**src/rtl/rv32i_types_pkg.sv**
```systemverilog
// rv32i_types: shared RV32I types for the MEM stage.
// Provides load/store funct3 width codes and the data-memory access FSM states.
package rv32i_types;

    typedef enum logic [2:0] {
        LB  = 3'b000,
        LH  = 3'b001,
        LW  = 3'b010,
        LBU = 3'b100,
        LHU = 3'b101
    } load_funct3_t;

    typedef enum logic [2:0] {
        SB = 3'b000,
        SH = 3'b001,
        SW = 3'b010
    } store_funct3_t;

    typedef enum logic [1:0] {
        IDLE,
        BUSY,
        DONE
    } dmem_state_t;

endpackage

```
**src/rtl/dmem_access_unit_load_extend.sv**
```systemverilog
// load_extend: selects the addressed byte/half of a cache word and extends it.
// Ports: rdata (cache word), offset (addr[1:0]), funct3 (load width code),
//        value (sign/zero-extended result; undefined widths pass the word).
module load_extend
    import rv32i_types::*;
#(
    parameter int XLEN = 32
) (
    input  logic [XLEN-1:0] rdata,
    input  logic [1:0]      offset,
    input  logic [2:0]      funct3,
    output logic [XLEN-1:0] value
);

    logic [7:0]  b;
    logic [15:0] h;

    assign b = rdata[{offset, 3'b000} +: 8];
    assign h = rdata[{offset[1], 4'b0000} +: 16];

    always_comb begin
        value = funct3 == LB  ? {{(XLEN-8){b[7]}}, b}   :
                funct3 == LBU ? {{(XLEN-8){1'b0}}, b}   :
                funct3 == LH  ? {{(XLEN-16){h[15]}}, h} :
                funct3 == LHU ? {{(XLEN-16){1'b0}}, h}  :
                rdata;
    end

endmodule

```
**src/rtl/dmem_access_unit.sv**
```systemverilog
// dmem_access_unit: MEM-stage data cache requester with pipeline stall.
// Ports: clk/rst (async active-high); req_valid, mem_read, mem_write, funct3,
//        addr, wdata, pipe_advance from the pipeline; dmem_* cache interface;
//        stall freezes the pipeline; load_data is the extended load result;
//        misalign flags a suppressed misaligned request.
module dmem_access_unit
    import rv32i_types::*;
#(
    parameter int XLEN = 32
) (
    input  logic            clk,
    input  logic            rst,
    input  logic            req_valid,
    input  logic            mem_read,
    input  logic            mem_write,
    input  logic [2:0]      funct3,
    input  logic [XLEN-1:0] addr,
    input  logic [XLEN-1:0] wdata,
    input  logic            pipe_advance,
    output logic [XLEN-1:0] dmem_address,
    output logic            dmem_read,
    output logic            dmem_write,
    output logic [3:0]      dmem_mbe,
    output logic [XLEN-1:0] dmem_wdata,
    input  logic [XLEN-1:0] dmem_rdata,
    input  logic            dmem_resp,
    output logic            stall,
    output logic [XLEN-1:0] load_data,
    output logic            misalign
);

    dmem_state_t state, next;

    logic            req, wr_sel, is_byte, is_half, mis, start, busy;
    logic [3:0]      mbe_n, mbe_q;
    logic [XLEN-1:0] wdata_n, wdata_q, addr_q, ext;
    logic            rd_q, wr_q;
    logic [2:0]      f3_q;
    logic [1:0]      off_q;

    assign req    = req_valid & (mem_read | mem_write);
    // A read wins when both directions are requested.
    assign wr_sel = mem_write & ~mem_read;

    assign is_byte = mem_read ? (funct3 == LB || funct3 == LBU) : (funct3 == SB);
    assign is_half = mem_read ? (funct3 == LH || funct3 == LHU) : (funct3 == SH);
    assign mis     = is_byte ? 1'b0 : is_half ? addr[0] : |addr[1:0];

    assign misalign = ~rst & req & mis;
    assign start    = state == IDLE & req & ~mis;

    assign mbe_n   = mem_read ? 4'b1111 :
                     is_byte  ? 4'b0001 << addr[1:0] :
                     is_half  ? 4'b0011 << {addr[1], 1'b0} :
                     4'b1111;
    assign wdata_n = mem_read ? '0 :
                     is_byte  ? {4{wdata[7:0]}} :
                     is_half  ? {2{wdata[15:0]}} :
                     wdata;

    always_ff @(posedge clk or posedge rst) begin
        if (rst)
            state <= IDLE;
        else
            state <= next;
    end

    // DONE absorbs the still-presented instruction until the pipeline advances,
    // so a completed access is never re-issued.
    always_comb begin
        next  = state;
        stall = 1'b0;
        case (state)
            IDLE: begin
                if (start) begin
                    next  = BUSY;
                    stall = 1'b1;
                end
            end
            BUSY: begin
                stall = 1'b1;
                if (dmem_resp)
                    next = DONE;
            end
            DONE: begin
                if (pipe_advance)
                    next = IDLE;
            end
            default: next = IDLE;
        endcase
        if (rst)
            stall = 1'b0;
    end

    load_extend #(.XLEN(XLEN)) u_load_extend (
        .rdata  (dmem_rdata),
        .offset (off_q),
        .funct3 (f3_q),
        .value  (ext)
    );

    always_ff @(posedge clk or posedge rst) begin
        if (rst) begin
            addr_q    <= '0;
            mbe_q     <= '0;
            wdata_q   <= '0;
            rd_q      <= 1'b0;
            wr_q      <= 1'b0;
            f3_q      <= '0;
            off_q     <= '0;
            load_data <= '0;
        end else begin
            if (start) begin
                addr_q  <= {addr[XLEN-1:2], 2'b00};
                mbe_q   <= mbe_n;
                wdata_q <= wdata_n;
                rd_q    <= mem_read;
                wr_q    <= wr_sel;
                f3_q    <= funct3;
                off_q   <= addr[1:0];
            end
            if (state == BUSY && dmem_resp && rd_q)
                load_data <= ext;
        end
    end

    assign busy         = state == BUSY;
    assign dmem_address = addr_q;
    assign dmem_read    = busy & rd_q;
    assign dmem_write   = busy & wr_q;
    assign dmem_mbe     = busy ? mbe_q : 4'b0000;
    assign dmem_wdata   = busy ? wdata_q : '0;

endmodule

```
**config.mk**
```make
export PLATFORM = sky130hd
export DESIGN_NAME = dmem_access_unit
export DESIGN_NICKNAME = d
export VERILOG_FILES = /design/src/rtl/rv32i_types_pkg.sv /design/src/rtl/dmem_access_unit_load_extend.sv /design/src/rtl/dmem_access_unit.sv
export SDC_FILE = /design/constraint.sdc
export NUM_CORES = 1
export LEC_CHECK = 0
export CORE_MARGIN = 2
export CORE_UTILIZATION = 30
export CTS_CLUSTER_SIZE = 30
export DETAILED_ROUTE_END_ITERATION = 7
export HOLD_SLACK_MARGIN = 0.05
export SYNTH_ARGS = -nofsm -noshare
export SYNTH_HDL_FRONTEND = slang
export SYNTH_HIERARCHICAL = 1
export SYNTH_SLANG_ARGS = --single-unit
```
**constraint.sdc**
```tcl
create_clock -name clk -period 3.4 [get_ports clk]
set_input_delay 0.68 -clock clk [delete_from_list [all_inputs] [get_ports clk]]
set_output_delay 0.68 -clock clk [all_outputs]
set_load 0.01 [all_outputs]
```
==> impl_results.md <==
* Hold-fix buffers, CTS at 0
* Vias per std cell at 4.951
* Resized Gates After CTS at 0
* WHS at 494.1 ps
* R2r setup slk at 1170 ps
* Antenna Nets Post-Route at 0
* Antenna violations before repair at 0
* Post-synth top flop: dfrtp_1
* CP endpoint kind: output port
* Worst-skew pair later-pin latency at 360 ps
* I/O Pins at 210
* Design area at 8621 um2
* Largest area contributor in the netlist: dfrtp_1
* Seq pwr share at 0.370
* DR DRC count at 0
* Root Buffer Master: clkbuf_16
* Chip width at 145.6 um
* IO Port Bufs at 207
* Crit path capture: stall
* Portion of netlist area occupied by mux cells at 0.2661
* XOR/XNOR Fraction of Synth Area at 0
* Rows at 51
* Netlist cell types at 40
* Vias in the first global route at 4,934
* Initial DRC count at 236
* DR vias at 4,807
* Area grow syn2layout at 43.24%
* Die ar. at 21,210 um2
* Comb pwr share at 0.437
* Peak VDD IR at 0.2908 mV
* Max Clock Skew at 9.045 ps
* Number of CTS-inserted buffers at 9
* Synthesized cell area at 6018 um2
* Sinks on Clock Net at 107
* Setup Viol. Count Final at 0
* First-pass GRT wire length at 27.73 mm
* Total grt overflow at 0
* Total negative slack at 0 ps
* Total iterations of the first detailed-routing run at 4
* N_diodes at 0
* Final Net Count at 807
* RSZ-0062 raised after global routing: no
* Post-DP HPWL at 12.71 mm
* Syn_area_per_cell at 11.71 um2
* Sw Pwr at 1.819 mW
* Critical setup path kind: input pin to output port
* Fillers at 1,826
* Worst Path Max Fanout at 4
* CTS clk-pin slew, worst paths at 70 ps
* Post-Synth Adder-Cell Area at 0
* Area after DPL at 8314 um2
* CP required at 2720 ps
* GRT Overall Usage at 0.1643
* Worst R2R End: load_data[13]
* Crit path launch type: input pin
* CP startpoint: mem_read
* H-Tree Depth at 3
* Synth top area share at 0.4449
* Top post-synthesis cells by count: 107 x dfrtp_1, 58 x mux2_4, 44 x mux2_2, 43 x nand2_1, 38 x and2_1
* Clk buf depth at 2
* Reg area at 2678 um2
* Share of cells above drive strength 1 at 0.2125
* PD cells at 651.9 nW/um2
* Internal Power at 3.801 mW
* Routed WL at 17.70 mm
* Lkg Pwr at 3.796 nW
* Pin count of the biggest net entering global routing at 108
* Most common cell in the netlist: dfrtp_1
* Seq/Total Area, Yosys at 0.4449
* CTS tree: built
* Synthesized flop and latch total at 107
* Final Hold Vio Count at 0
* Number of synthesized flops with an enable pin at 0
* Synth Area in Compound Gates at 0.08898
* Slew Viols, Final at 0
* Core ar. at 19,590 um2
* Reg2reg path depth at 4
* Switching Fraction at 0.3236
* Design Power at 5.620 mW
* Clock Power Share at 0.194
* Die Span Y at 145.6 um
* Final Wtd Congestion at 0.8719
* Yosys warns at 6
* Starting Density at 0.3072
* Status: complete, no violations
* Fin crit period at 3225 ps
* Area of the multi-input gates at 3068 um2
* Simple-Gate Fraction of Synth Area at 0.1509
* Max Cap Viol at 0
* Async SR Flop Fraction at 1.000
* Post-CTS setup buffers at 0
* Wire per inst at 18.23 um
* Maximum clock frequency at 310.1 MHz
* Actual slew at the worst max-slew pin at 919.5 ps
* Slew headroom at 0.3870
* Crit share post-route at 0.9486
* R2R Path Start: off_q[0]
* Critical Path AT at 2550 ps
* Largest family of logic cells by synthesized area: multiplexers
* Syn Inst Count at 514
* Synth top area cells: dfrtp_1 44%, mux2_4 14%, mux2_2 8.2%
* Worst Hold Class: flop to flop
* Hold_sp: load_data[17]
-- through the flow --
step                      setup slack, ps    util  cells
after floorplan                      1277       -    515
after global placement              238.5  0.4244    955
after detailed placement            196.8  0.4244    955
after CTS                           176.0  0.4401    971
after global routing                32.62  0.4401    971
final                               174.8  0.4401    971
-- placed cells by master, fill, tap and decap left out, types with 10 or more instances in the layout --
cell type / instances
nand3_1: 13
mux2i_1: 10
nor2_1: 14
mux2_1: 10
nand3_2: 10
mux2_2: 44
a221o_1: 15
nand2_1: 43
buf_4: 11
and2_1: 38
a21oi_1: 16
dfrtp_1: 107
nor2b_1: 10
o21ai_0: 14
clkdlybuf4s50_1: 207
mux2_4: 58
-- power groups by stage --
stage | clock network, mW | registers, mW | logic [mW]
after CTS | 1.13 | 2.08 | 2.48
final | 1.09 | 2.08 | 2.45
after floorplan | 0 | 2.12 | 1.29
after global routing | 1.16 | 2.15 | 2.61
after global placement | 0 | 2.08 | 2.44
after detailed placement | 0 | 2.09 | 2.48
-- cells by family after synthesis --
logic type	Yosys count
AND/OR/NAND/NOR	157
multiplexers	123
flip-flops	107
AO/OA/AOI/OAI	75
buffers and inverters	51
other	1
-- critical path: stages --
cell and delay (ps):
clkdlybuf4s50_1 540, nor2b_2 80, o21ai_1 300, a31oi_1 130, nor3_1 230, clkdlybuf4s50_1 590
-- worst min path at each step --
| stage | endpoint | depth (start not counted) |
|---|---|---|
| after floorplan | mbe_q[3] | 1 |
| after global placement | load_data[19] | 1 |
| after detailed placement | load_data[17] | 1 |
| after CTS | load_data[17] | 1 |
| after global routing | load_data[19] | 1 |
| final | load_data[17] | 1 |
-- layout make-up --
| type | instances | share of cell area |
|---|---|---|
| Inverter | 5 | 0.002612 |
| Sequential cell | 107 | 0.3106 |
| Timing Repair Buffer | 221 | 0.2569 |
| Multi-Input combinational cell | 357 | 0.3559 |
| Clock buffer | 11 | 0.02932 |
| Clock inverter | 5 | 0.006241 |
| Tap cell | 265 | 0.03846 |
-- layer usage --
layer / up-vias / routed length, um / global-route usage
li1: 2198 / - / -
met1: 2374 / 8024 / 0.2199
met2: 207 / 7881 / 0.2545
met3: 28 / 1396 / 0.04796
met4: 0 / 400 / 0.05735
met5: - / 0 / 0
-- registers in the layout, indices dropped and copies added, names as in the netlist --
signal,count
load_data,32
dmem_address,30
mbe_q,4
wdata_q,32
wr_q,1
state,2
off_q,2
f3_q,3
rd_q,1
Power figures use the tool's default switching activity.
